File: config.mk
export PLATFORM = sky130hd
export DESIGN_NAME = armleocpu_mem_fifo
export DESIGN_NICKNAME = d
export VERILOG_FILES = /design/src/rtl/armleocpu_mem_fifo_pkg.sv /design/src/rtl/armleocpu_1r1w.sv /design/src/rtl/armleocpu_mem_fifo.sv
export SDC_FILE = /design/constraint.sdc
export NUM_CORES = 1
export LEC_CHECK = 0
export CORE_MARGIN = 4
export CORE_UTILIZATION = 52
export CTS_BUF_LIST = sky130_fd_sc_hd__clkbuf_4 sky130_fd_sc_hd__clkbuf_8
export DETAILED_ROUTE_END_ITERATION = 7
export GPL_ROUTABILITY_DRIVEN = 0
export PLACE_DENSITY = 0.69
export RECOVER_POWER = 25
export SLEW_MARGIN = 0
export SYNTH_ARGS = -nofsm -noshare
export SYNTH_HDL_FRONTEND = slang
export SYNTH_SLANG_ARGS = --single-unit
File: constraint.sdc
create_clock -name clk -period 4.7 [get_ports clk]
set_input_delay 1.41 -clock clk [delete_from_list [all_inputs] [get_ports clk]]
set_output_delay 1.41 -clock clk [all_outputs]
set_load 0.01 [all_outputs]
File: src/rtl/armleocpu_mem_fifo_pkg.sv
// Shared constants for the memory-backed FIFO and its storage block.
// Only default parameter values live here; each instance still sizes itself
// through its own module parameters.
package armleocpu_mem_fifo_pkg;

   localparam int DEFAULT_DEPTH_LOG2 = 4;
   localparam int DEFAULT_WIDTH      = 32;

endpackage : armleocpu_mem_fifo_pkg

File: src/rtl/armleocpu_1r1w.sv
// Simple dual-port storage: one write port and one read port.
// The read port is registered, so data appears one cycle after a read is
// issued. The read register holds its value whenever no read is issued.
// Storage contents are intentionally never reset.
module armleocpu_1r1w
   import armleocpu_mem_fifo_pkg::*;
#(
   parameter int ELEMENTS_W = DEFAULT_DEPTH_LOG2,
   parameter int WIDTH      = DEFAULT_WIDTH
) (
   input  logic                  clk,

   input  logic                  readenable,
   input  logic [ELEMENTS_W-1:0] readaddress,
   output logic [WIDTH-1:0]      readdata,

   input  logic                  writeenable,
   input  logic [ELEMENTS_W-1:0] writeaddress,
   input  logic [WIDTH-1:0]      writedata
);

   localparam int ELEMENTS = 2 ** ELEMENTS_W;

   logic [WIDTH-1:0] storage [0:ELEMENTS-1];

   // Write port: store the payload at the write address when enabled.
   always_ff @(posedge clk) begin
      if (writeenable) begin
         storage[writeaddress] <= writedata;
      end
   end

   // Read port: capture the addressed entry into the output register only
   // on an issued read, so the output stays stable otherwise.
   always_ff @(posedge clk) begin
      if (readenable) begin
         readdata <= storage[readaddress];
      end
   end

endmodule : armleocpu_1r1w

File: src/rtl/armleocpu_mem_fifo.sv
// Memory-backed FIFO with a registered read port.
// Entries sit in a 1R1W memory; the memory's read register doubles as the
// output stage, giving a total capacity of ELEMENTS + 1. in_ready depends
// only on registered state, which keeps the producer path free of any
// combinational dependence on out_ready.
module armleocpu_mem_fifo
   import armleocpu_mem_fifo_pkg::*;
#(
   parameter int DEPTH_LOG2 = DEFAULT_DEPTH_LOG2,
   parameter int WIDTH      = DEFAULT_WIDTH
) (
   input  logic                  clk,
   input  logic                  rst_n,

   input  logic                  in_valid,
   input  logic [WIDTH-1:0]      in_data,
   output logic                  in_ready,

   output logic                  out_valid,
   output logic [WIDTH-1:0]      out_data,
   input  logic                  out_ready,

   output logic [DEPTH_LOG2:0]   count
);

   localparam int                ELEMENTS     = 2 ** DEPTH_LOG2;
   localparam logic [DEPTH_LOG2:0] ELEMENTS_CNT = ELEMENTS[DEPTH_LOG2:0];

   logic [DEPTH_LOG2-1:0] wr_ptr;
   logic [DEPTH_LOG2-1:0] rd_ptr;
   logic [DEPTH_LOG2:0]   mem_count;

   logic [DEPTH_LOG2-1:0] wr_ptr_nxt;
   logic [DEPTH_LOG2-1:0] rd_ptr_nxt;
   logic [DEPTH_LOG2:0]   mem_count_nxt;
   logic                  out_valid_nxt;

   logic                  push;
   logic                  pop;
   logic                  read_issue;
   logic                  mem_write;
   logic                  mem_read;

   // Handshake decode. A read is issued whenever memory holds data and the
   // output register is empty or being drained this cycle.
   always_comb begin
      in_ready   = (mem_count < ELEMENTS_CNT);
      push       = in_valid && in_ready;
      pop        = out_valid && out_ready;
      read_issue = (mem_count != '0) && (!out_valid || out_ready);
      // Nothing may touch the memory or its read register in a reset cycle,
      // so an in-flight read is dropped along with every stored entry.
      mem_write  = push && rst_n;
      mem_read   = read_issue && rst_n;
   end

   // Next-state computation for pointers, occupancy and the output flag.
   always_comb begin
      wr_ptr_nxt    = wr_ptr;
      rd_ptr_nxt    = rd_ptr;
      mem_count_nxt = mem_count;
      out_valid_nxt = out_valid;

      if (push) begin
         wr_ptr_nxt = wr_ptr + 1'b1;
      end

      if (read_issue) begin
         rd_ptr_nxt = rd_ptr + 1'b1;
      end

      case ({push, read_issue})
         2'b10:   mem_count_nxt = mem_count + 1'b1;
         2'b01:   mem_count_nxt = mem_count - 1'b1;
         default: mem_count_nxt = mem_count;
      endcase

      if (read_issue) begin
         out_valid_nxt = 1'b1;
      end else if (pop) begin
         out_valid_nxt = 1'b0;
      end
   end

   // State register with synchronous active-low reset.
   always_ff @(posedge clk) begin
      if (!rst_n) begin
         wr_ptr    <= '0;
         rd_ptr    <= '0;
         mem_count <= '0;
         out_valid <= 1'b0;
      end else begin
         wr_ptr    <= wr_ptr_nxt;
         rd_ptr    <= rd_ptr_nxt;
         mem_count <= mem_count_nxt;
         out_valid <= out_valid_nxt;
      end
   end

   // Occupancy seen from outside includes the entry parked in the read register.
   always_comb begin
      count = mem_count + {{DEPTH_LOG2{1'b0}}, out_valid};
   end

   // Read and write addresses never collide: a read needs mem_count > 0 and a
   // write needs mem_count < ELEMENTS, so no bypass path is required.
   armleocpu_1r1w #(
      .ELEMENTS_W (DEPTH_LOG2),
      .WIDTH      (WIDTH)
   ) u_storage (
      .clk          (clk),
      .readenable   (mem_read),
      .readaddress  (rd_ptr),
      .readdata     (out_data),
      .writeenable  (mem_write),
      .writeaddress (wr_ptr),
      .writedata    (in_data)
   );

endmodule : armleocpu_mem_fifo

; Yosys cells after proc, flatten, opt, wreduce, memory -nomap -nowiden
; Memory sizes are Yosys's and may differ from the RTL's. A register that Yosys moved wholly into a read port is not among the register bits.
; Cells that the tools add are included.
[classes]
n_addsub = 5
order_cmp = 1
eq_ne = 2
n_mux = 5
reduce_logical = 10
[ops]
columns = operator, n
row1 = $pmux 5 s2, 1
row2 = $add 4x1->4 const B, 2
row3 = $add 5x1->5, 1
row4 = $add 5x1->5 const B, 1
row5 = $logic_and 1x1->1, 5
row6 = $lt 5x5->1 const B, 1
row7 = $reduce_bool 5->1, 1
row8 = $sub 5x1->5 const B, 1
row9 = $mux 1, 4
row10 = $reduce_bool 2->1, 2
row11 = $eq 2x1->1 const B, 1
row12 = $eq 2x2->1 const B, 1
row13 = $logic_not 1->1, 1
row14 = $logic_or 1x1->1, 1
[totals]
register_bits = 14
ram_bits = 512
in_bits = 36
output_inout_bits = 39
word_cells = 28
mem_count = 1
[memory_table]
columns = memory, words, width, read_ports, rd_ports_with_merged_regs, wr, line
row1 = u_storage.storage, 16, 32, 1, 1, 1, armleocpu_1r1w.sv:24  ; logic [WIDTH-1:0] storage [0:ELEMENTS-1];

; Longest topological paths before layout
; Gate-level depths: netlist of run 1.
[depth]
word_depth = 5
ltp_mapped = 12
mapped_depth_nobuf = 10

; Hierarchy
; From an unflattened synthesis of run 1, not the netlist that was laid out.
[unflattened]
cells_unflattened = 938
area_unflattened_um2 = 21046.4
[modules_own_cells]
columns = module, n_inst, cells_each, area_each_um2, seq_area_each_um2
row1 = armleocpu_1r1w, 1, 838, 20174.3, 16335.7
row2 = armleocpu_mem_fifo, 1, 100, 872.1, 280.3

; Least setup slack after synthesis of run 1
; Ideal clock, no wire load.
[synth_path]
path_type = in2reg
from = input rst_n
to = memory u_storage.storage[0][0] in the netlist's numbering, enable pin
setup_time_ps = 421
arrival_time_ps = 3541
required_ps = 4279
slack_ps = 738
cell_stages = 4
path_buffers = 1
path_cell_list = clkbuf_1 -> inv_1 -> or3_1 -> nor2_1
[synth_between]
elab_chain_len = 3
[synth_rtl]
columns = item, line
row1 = start: declaration, armleocpu_mem_fifo.sv:13  ; input logic rst_n,
row2 = $logic_and 1x1->1, armleocpu_mem_fifo.sv:53  ; mem_write = push && rst_n;
row3 = $mux 1, armleocpu_1r1w.sv:28  ; if (writeenable) begin
row4 = $mux 1 (not written as such), armleocpu_1r1w.sv:29  ; storage[writeaddress] <= writedata;
row5 = end: declaration, armleocpu_1r1w.sv:24
; Every way passes these cells.

; Worst setup path in the final report of run 1
[layout_path]
from = register mem_count[0]
to = output count[4]
[layout_between]
elab_chain_len = 1
[layout_rtl]
columns = item, line
row1 = start: declaration, armleocpu_mem_fifo.sv:31  ; logic [DEPTH_LOG2:0] mem_count;
row2 = start signal: assignment, armleocpu_mem_fifo.sv:95  ; mem_count <= mem_count_nxt;
row3 = $add 5x1->5, armleocpu_mem_fifo.sv:102  ; count = mem_count + {{DEPTH_LOG2{1'b0}}, out_valid};
row4 = end: declaration, armleocpu_mem_fifo.sv:23  ; output logic [DEPTH_LOG2:0] count
; Every way passes these cells.

==> impl_metrics.tcl, run 1 <==
set metrics [dict create \
    design_area_um2 24500 \
    ys_async_sr_fraction_pct 0 \
    synth-main-ff-cell "edfxtp_1" \
    antenna_found_initial 0 \
    cp.required_ns 3.29 \
    power.total_mw 12.5 \
    cts_hold_buf 0 \
    arrival_ns 2.30 \
    final_common_cell "edfxtp_1" \
    dp_hpwl_mm 23.6 \
    clk_latency_ns 0.63 \
    finalCritPeriodShare_pct 78.8 \
    ant_nets 0 \
    cts_buffers 89 \
    cts_resized 0 \
    tritoncts "done" \
    layout-drive-gt1-share_pct 28.2 \
    nNetsFinal 1135 \
    wl_per_cell_um 25.0 \
    yosysUniqueCellTypes 37 \
    io_pins 75 \
    ys_seq_area_share_pct 78.8 \
    syn-instance-count 948 \
    initial_core_util_pct 52.8 \
    grt_max_degree 68 \
    cts_setup_buffers 0 \
    reg2reg_depth 9 \
    core-area_um2 39900 \
    root_buffer "clkbuf_8" \
    powerDensity_nw_per_um2 511 \
    worst_slew_pin_slew_ns 1.12 \
    yosysWarnings 0 \
    grt_usage_pct 19.6 \
    num_antenna_cells 0 \
    maxCapViolCount 0 \
    syn-num-nets 995 \
    drt_wl_total_mm 42.1 \
    holdPathStages 2 \
    drtIter0Drc 892 \
    fin_skew_ns 0.0332 \
    maxSlewViolCount 0 \
    fin_setup_tns_ns 0 \
    cts_max_path_buffers 3 \
    peakVddDrop_mv 0.345 \
    die_h_um 209 \
    drc_errors 0 \
    cts.sink_count 558 \
    syn-cell-area_um2 21100 \
    vias 9884 \
    worstPathMaxFanout 6 \
    hold_class "flip-flop to flip-flop" \
    syn_area_per_cell_um2 22.2 \
    cts.clk_slew.worst_paths_ns 0.06 \
    final_hold_viol_count 0 \
    slew_headroom_pct 25.0 \
    first_global_vias 10400 \
    ys_ff_latch 558 \
    placed_area_um2 22700 \
    synth_edf_count 544 \
    dr.pass1.iters 5 \
    start_kind "flip-flop" \
    die_width_um 209 \
    max_freq_ghz 0.270 \
    port_buffers 74 \
    rsz0062_at_grt "no" \
    status "completed" \
    setup_viol 0 \
    grt_pass1_wl_mm 64.4 \
    syn2layout_area_growth_pct 16.2 \
    end_kind "output port" \
    min_period_ns 3.71 \
    rows 73 \
    dieArea_um2 43800 \
    h-tree-depth 3 \
    mostFrequentLayoutCells "edfxtp_1 (544), mux4_2 (128), clkbuf_8 (97)" \
    critPathKind "flip-flop to output port" \
    leakage_nw 7.73 \
    vias_per_cell 5.88 \
    overflow 0 \
]
-- per-layer routing --
layer / track usage (%) / wire, µm / up-vias
met3: 3.81 / 2330 / 65
met2: 31.8 / 21400 / 327
met4: 5.45 / 829 / 0
li1: - / - / 4273
met5: 0 / 0 / -
met1: 27.8 / 17500 / 5219
-- registers in the layout, summed over array words and instances, names as in the netlist --
| name | flops |
|---|---|
| u_storage.storage | 512 |
| u_storage.readdata | 32 |
| mem_count | 5 |
| rd_ptr | 4 |
| wr_ptr | 4 |
| out_valid | 1 |
-- cell type report --
cell class | count | area (µm²)
clock inverter | 30 | 214
multi-input combinational | 330 | 4330
fill | 2722 | 15400
inverter | 8 | 30.0
sequential | 558 | 16600
timing repair buffer | 101 | 1070
clock buffer | 129 | 1580
tap | 525 | 657
-- power breakdown --
part / switching, mW / internal (mW)
clock: 1.78 / 2.31
combinational: 1.11 / 1.28
sequential: 0.301 / 5.73
total: 3.19 / 9.33
-- kinds of logic (layout without fill, tap and decap cells) --
kind of cell / count (synthesis) / count (layout) / synth area share, %
multiplexers: 130 / 130 / 13.8
XOR/XNOR: 10 / 10 / 0.415
adder cells (fa/ha/maj): 11 / 11 / 0.653
AO/OA/AOI/OAI: 79 / 79 / 2.76
flip-flops: 558 / 558 / 78.8
buffers and inverters: 60 / 268 / 1.40
AND/OR/NAND/NOR: 100 / 100 / 2.22
-- per-stage QoR --
| step | instances | hold slack [ns] | util (%) | worst slack, ns |
|---|---|---|---|---|
| floorplan | 948 | 0.488 | - | 0.738 |
| global placement | 1522 | 0.571 | 56.9 | 0.763 |
| finish | 1681 | 0.594 | 61.4 | 0.995 |
| global route | 1681 | 0.628 | 61.4 | 0.806 |
| detailed placement | 1522 | 0.585 | 56.9 | 0.706 |
| CTS | 1681 | 0.597 | 61.4 | 0.926 |
-- synth_stat cells (3+ instances only) --
cell type / n / share of area (%)
edfxtp_1: 544 / 77
mux4_2: 128 / 14
a22oi_1: 64 / 2.3
nand2_1: 38 / 0.68
clkbuf_1: 31 / 0.55
nor2_1: 30 / 0.53
dfxtp_1: 14 / 1.3
ha_1: 11 / 0.65
buf_2: 8 / 0.19
inv_1: 8 / 0.14
nand3_1: 7 / 0.17
buf_4: 6 / 0.21
xor2_1: 6 / 0.25
buf_6: 5 / 0.27
a21oi_1: 4 / 0.095
o21ai_0: 4 / 0.095
or3_1: 4 / 0.12
xnor2_1: 4 / 0.17
nand2b_1: 3 / 0.089
nand3b_1: 3 / 0.11
nand4_1: 3 / 0.089
nand4b_1: 3 / 0.12
nor2b_1: 3 / 0.089
-- final timing paths --
path                                   start           end  slack, ns
worst min register to register  mem_count[3]  mem_count[3]       0.59
worst min-delay path            mem_count[3]  mem_count[3]       0.59
worst max-delay path            mem_count[0]      count[4]       0.99
worst max register to register  mem_count[1]  mem_count[4]       1.58
-- critical path: stages, from the launching register on --
cell             delay, ns
dfxtp_1               0.46
ha_1                  0.22
ha_1                  0.17
nand3_1               0.10
xnor2_1               0.16
clkdlybuf4s50_1       0.55
No activity file was read; power rests on OpenSTA's default activity.
==> run 2: changes to the inputs <==
==> constraint.sdc (replaced) <==
create_clock -name clk -period 3.7 [get_ports clk]
set_input_delay 1.11 -clock clk [delete_from_list [all_inputs] [get_ports clk]]
set_output_delay 1.11 -clock clk [all_outputs]
set_load 0.01 [all_outputs]
==> run 2 against run 1 <==
Against the previous run:
- sequential power grew 24%
- combinational power grew 33%
- clock power grew 19%
- largest power group unchanged
- setup slack lost 0.72 ns
- highest routed layer unchanged
- die area is the same
- via count shrank 1.5%
- flip-flop and latch count is the same
- non-clock buffer count grew 7
- cell area is essentially flat
- core utilization is essentially flat
- critical path type unchanged
==> impl_metrics.tcl, run 2 (synthesis gave the netlist of run 1 again) <==
set metrics [dict create \
    end_kind "output port" \
    final_hold_viol_count 0 \
    dieArea_um2 43800 \
    worst_slew_pin_slew_ns 1.12 \
    status "completed" \
    clk_latency_ns 0.63 \
    fin_setup_tns_ns 0 \
    grt_max_degree 84 \
    cts_buffers 87 \
    finalCritPeriodShare_pct 92.6 \
    nNetsFinal 1140 \
    wl_per_cell_um 24.0 \
    maxSlewViolCount 0 \
    cts_hold_buf 0 \
    clkPwrFrac_pct 31.4 \
    dr.pass1.iters 5 \
    initial_core_util_pct 52.8 \
    min_period_ns 3.43 \
    syn2layout_area_growth_pct 16.2 \
    start_kind "flip-flop" \
    final_common_cell "edfxtp_1" \
    cts.sink_count 558 \
    rsz0062_at_grt "no" \
    fin_cells 1684 \
    worstPathMaxFanout 6 \
    reg_top3 "u_storage.storage (512), u_storage.readdata (32), mem_count (5)" \
    drtIter0Drc 763 \
    h-tree-depth 3 \
    grt_usage_pct 18.8 \
    cts_max_path_buffers 3 \
    sw_frac_of_total_pct 25.4 \
    first_global_vias 10200 \
    powerDensity_nw_per_um2 635 \
    hold_class "flip-flop to flip-flop" \
    peakVddDrop_mv 0.382 \
    vias_per_cell 5.78 \
    ant_nets 0 \
    fin_skew_ns 0.0144 \
    p_sw_mw 3.95 \
    cts_setup_buffers 0 \
    setup_viol 0 \
    critPathKind "flip-flop to output port" \
    leakage_nw 7.71 \
    tritoncts "done" \
    dp.cells 1529 \
    pwr-share-seq_pct 48.0 \
    core-area_um2 39900 \
    slew_headroom_pct 25.0 \
    n_fill_cell 2729 \
    mostFrequentLayoutCells "edfxtp_1 (544), mux4_2 (128), clkbuf_8 (90)" \
    rows 73 \
    cts_resized 0 \
    p_int_mw 11.6 \
    antenna_found_initial 3 \
    cp.required_ns 2.59 \
    p_comb_share_pct 20.5 \
    port_buffers 74 \
    drt_wl_total_mm 40.5 \
    layout-drive-gt1-share_pct 27.7 \
    largest_reg_flops 512 \
    arrival_ns 2.32 \
    grt_pass1_wl_mm 62.6 \
    top_register "u_storage.storage" \
    die_width_um 209 \
    ff2ff_setup_slack_ns 0.70 \
    cts.clk_slew.worst_paths_ns 0.06 \
    root_buffer "clkbuf_8" \
    vias 9733 \
    drc_errors 0 \
    die_h_um 209 \
    overflow 0 \
    dp_hpwl_mm 21.9 \
    maxCapViolCount 0 \
    io_pins 75 \
    max_freq_ghz 0.292 \
]
-- run 2: changes by cell type in the layout (fill, tap and decap cells not counted), moves of 5 or more --
cell,previous run,this run
clkinv_1,13,20
clkbuf_8,97,90
clkbuf_4,32,27
buf_12,10,16
-- run 2: metal layers --
metal  track usage [%]  share of wire, %  vias up
li1                  -                 -     4297
met1              26.5                42     5073
met2              30.8                51      311
met3              3.98               6.0       52
met4              4.82               1.4        0
met5                 0                 0        -
-- run 2: final cells by class --
class / count / area (µm²) / share of cell area (%)
Inverter: 8 / 30.0 / 0.123
Tap cell: 525 / 657 / 2.68
Sequential cell: 558 / 16600 / 67.9
Timing Repair Buffer: 108 / 1200 / 4.88
Multi-Input combinational cell: 330 / 4330 / 17.7
Antenna cell: 2 / 5.00 / 0.0204
Clock buffer: 117 / 1440 / 5.88
Clock inverter: 36 / 216 / 0.884
-- run 2: path summary, 6_finish.rpt --
path / startpoint / endpoint / depth (start not counted)
worst max-delay path: mem_count[0] / count[4] / 5
worst min-delay path: mem_count[3] / mem_count[3] / 2
worst max register to register: mem_count[1] / mem_count[4] / 10
worst min register to register: mem_count[3] / mem_count[3] / 2
-- run 2: critical path: stages, from the launching register on --
cell             delay [ns]
dfxtp_1                0.46
ha_1                   0.22
ha_1                   0.19
nand3_1                0.10
xnor2_1                0.15
clkdlybuf4s50_1        0.56
-- run 2: power by group through the flow --
stage | clock network [mW] | registers, mW | logic [mW]
floorplan | 0 | 7.56 | 2.28
global placement | 0 | 7.60 | 3.24
detailed placement | 0 | 7.60 | 3.27
CTS | 5.01 | 7.47 | 3.28
global route | 5.34 | 7.50 | 3.50
finish | 4.88 | 7.47 | 3.19
-- run 2: metrics by stage --
step	hold WS (ns)	area [µm²]	total power, mW	worst slack [ns]	util [%]
after floorplan	0.488	21100	9.84	0.0379	-
after global placement	0.575	22800	10.8	0.178	57.2
after detailed placement	0.586	22800	10.9	0.117	57.2
after CTS	0.596	24500	15.8	0.200	61.4
after global routing	0.628	24500	16.3	0.0774	61.4
final	0.597	24500	15.5	0.274	61.4
==> run 3: changes to the inputs <==
==> constraint.sdc (replaced) <==
create_clock -name clk -period 3.7 [get_ports clk]
set_input_delay 0.37 -clock clk [delete_from_list [all_inputs] [get_ports clk]]
set_output_delay 0.37 -clock clk [all_outputs]
set_load 0.01 [all_outputs]
==> run 3 against run 2 <==
Against the previous run:
- flip-flop and latch count stayed put
- global-route usage is 0.82 points higher
- sequential power is 0.8% higher
- via count is 0.84% higher
- clock power hardly changed
- total power is 0.80% higher
- combinational power is 1% higher
- first-iteration DRC count is 32% higher
- core utilization is 0.18 points lower
- cell area is 0.30% lower
- non-clock buffer count is 1 lower
==> impl_metrics.tcl, run 3 (synthesis gave the netlist of run 1 again) <==
set metrics [dict create \
    end_kind "flip-flop" \
    busiest_layer "met2" \
    p_comb_share_pct 20.6 \
    critPathKind "flip-flop to flip-flop" \
    cts_buffers 87 \
    reg_top3 "u_storage.storage (512), u_storage.readdata (32), mem_count (5)" \
    grt_util_met3_pct 4.30 \
    finalCritPeriodShare_pct 82.9 \
    peakVddDrop_mv 0.333 \
    timing.rr.end "mem_count[4]" \
    drc_errors 0 \
    dieArea_um2 43800 \
    use_met1_pct 28.2 \
    syn2layout_area_growth_pct 15.8 \
    root_buffer "clkbuf_8" \
    hold_class "input port to flip-flop" \
    cts_hold_buf 0 \
    dr.pass1.iters 5 \
    grt_max_degree 50 \
    r2r-start "mem_count[1]" \
    first_global_vias 10300 \
    grt_pass1_wl_mm 64.2 \
    nNetsFinal 1139 \
    p_sw_mw 4.10 \
    final_hold_viol_count 0 \
    maxSlewViolCount 0 \
    cts_max_path_buffers 3 \
    fin_cells 1679 \
    io_pins 75 \
    arrival_ns 3.64 \
    cts_setup_buffers 0 \
    sw_frac_of_total_pct 26.2 \
    final_common_cell "edfxtp_1" \
    cts.clk_slew.worst_paths_ns 0.06 \
    min_period_ns 3.07 \
    drtIter0Drc 1004 \
    cts_resized 0 \
    core-area_um2 39900 \
    start_kind "flip-flop" \
    ant_nets 0 \
    leakage_nw 7.69 \
    clk_latency_ns 0.64 \
    worstPathMaxFanout 9 \
    wl_per_cell_um 25.2 \
    die_h_um 209 \
    fin_setup_tns_ns 0 \
    reg2reg_depth 9 \
    num_antenna_cells 0 \
    p_int_mw 11.6 \
    vias 9815 \
    worst_slew_pin_slew_ns 1.07 \
    cp.required_ns 4.27 \
    vias_per_cell 5.85 \
    initial_core_util_pct 52.8 \
    largest_reg_flops 512 \
    ff2ff_setup_slack_ns 0.63 \
    layout-drive-gt1-share_pct 28.2 \
    status "completed" \
    rows 73 \
    critical_path.startpoint "mem_count[1]" \
    maxCapViolCount 0 \
    max_freq_ghz 0.326 \
    rsz0062_at_grt "no" \
    use_met2_pct 31.3 \
    antenna_found_initial 1 \
    slew_headroom_pct 28.3 \
    clkPwrFrac_pct 31.4 \
    pwr-share-seq_pct 48.0 \
    dp_hpwl_mm 24.3 \
    mostFrequentLayoutCells "edfxtp_1 (544), mux4_2 (128), clkbuf_8 (89)" \
    cts.sink_count 558 \
    fin_skew_ns 0.0256 \
    fin_ws_ns 0.633 \
    pre_cts_slack_ns 0.661 \
    drt_wl_total_mm 42.3 \
    setup_viol 0 \
    overflow 0 \
    dp.cells 1528 \
    top_register "u_storage.storage" \
    grt_usage_pct 19.7 \
    powerDensity_nw_per_um2 641 \
    endpoint "mem_count[4]" \
    die_width_um 209 \
    port_buffers 74 \
    tritoncts "done" \
    h-tree-depth 3 \
]
-- run 3: area by class of cell --
class	count	area, µm²
repair buffers	107	1130
well taps	525	657
clock inverters	29	186
multi-input cells	330	4330
clock buffers	122	1470
inverters	8	30.0
flip-flops and latches	558	16600
fillers	2747	15500
-- run 3: power by group through the flow --
stage                     clock network [mW]  registers (mW)  logic [mW]
after floorplan                            0            7.56        2.28
after global placement                     0            7.66        3.26
after detailed placement                   0            7.66        3.28
after CTS                               5.03            7.54        3.29
after global routing                    5.34            7.56        3.50
final                                   4.91            7.53        3.23
-- run 3: how the worst min path moves through the flow --
stage	startpoint	end	slack (ns)	depth (start not counted)
floorplan	in_data[0]	u_storage.storage[0][0]	0.47	0
global placement	wr_ptr[3]	wr_ptr[3]	0.57	2
detailed placement	wr_ptr[3]	wr_ptr[3]	0.57	2
CTS	out_ready	out_valid	0.43	3
global route	out_ready	out_valid	0.45	3
finish	out_ready	out_valid	0.48	3
-- run 3: layer usage --
layer	part of all wire, %	up-vias
met5	0	-
met4	2.2	0
met3	5.8	71
met2	49	334
met1	43	5134
li1	-	4276
-- run 3: stage by stage --
| step | utilization [%] | area [µm²] | total power [mW] | hold slack, ns |
|---|---|---|---|---|
| floorplan | - | 21100 | 9.84 | 0.469 |
| global placement | 57.0 | 22800 | 10.9 | 0.574 |
| detailed placement | 57.0 | 22800 | 10.9 | 0.574 |
| CTS | 61.2 | 24400 | 15.9 | 0.427 |
| global route | 61.2 | 24400 | 16.4 | 0.452 |
| finish | 61.2 | 24400 | 15.7 | 0.478 |
-- run 3: critical path, stage by stage, from the launching register on --
cell       delay, ns
dfxtp_1         0.40
or4_4           0.57
o21ai_4         0.29
inv_1           0.11
ha_1            0.33
ha_1            0.37
o21ai_0         0.09
or3_1           0.36
a2111oi_0       0.35
nand4b_1        0.15
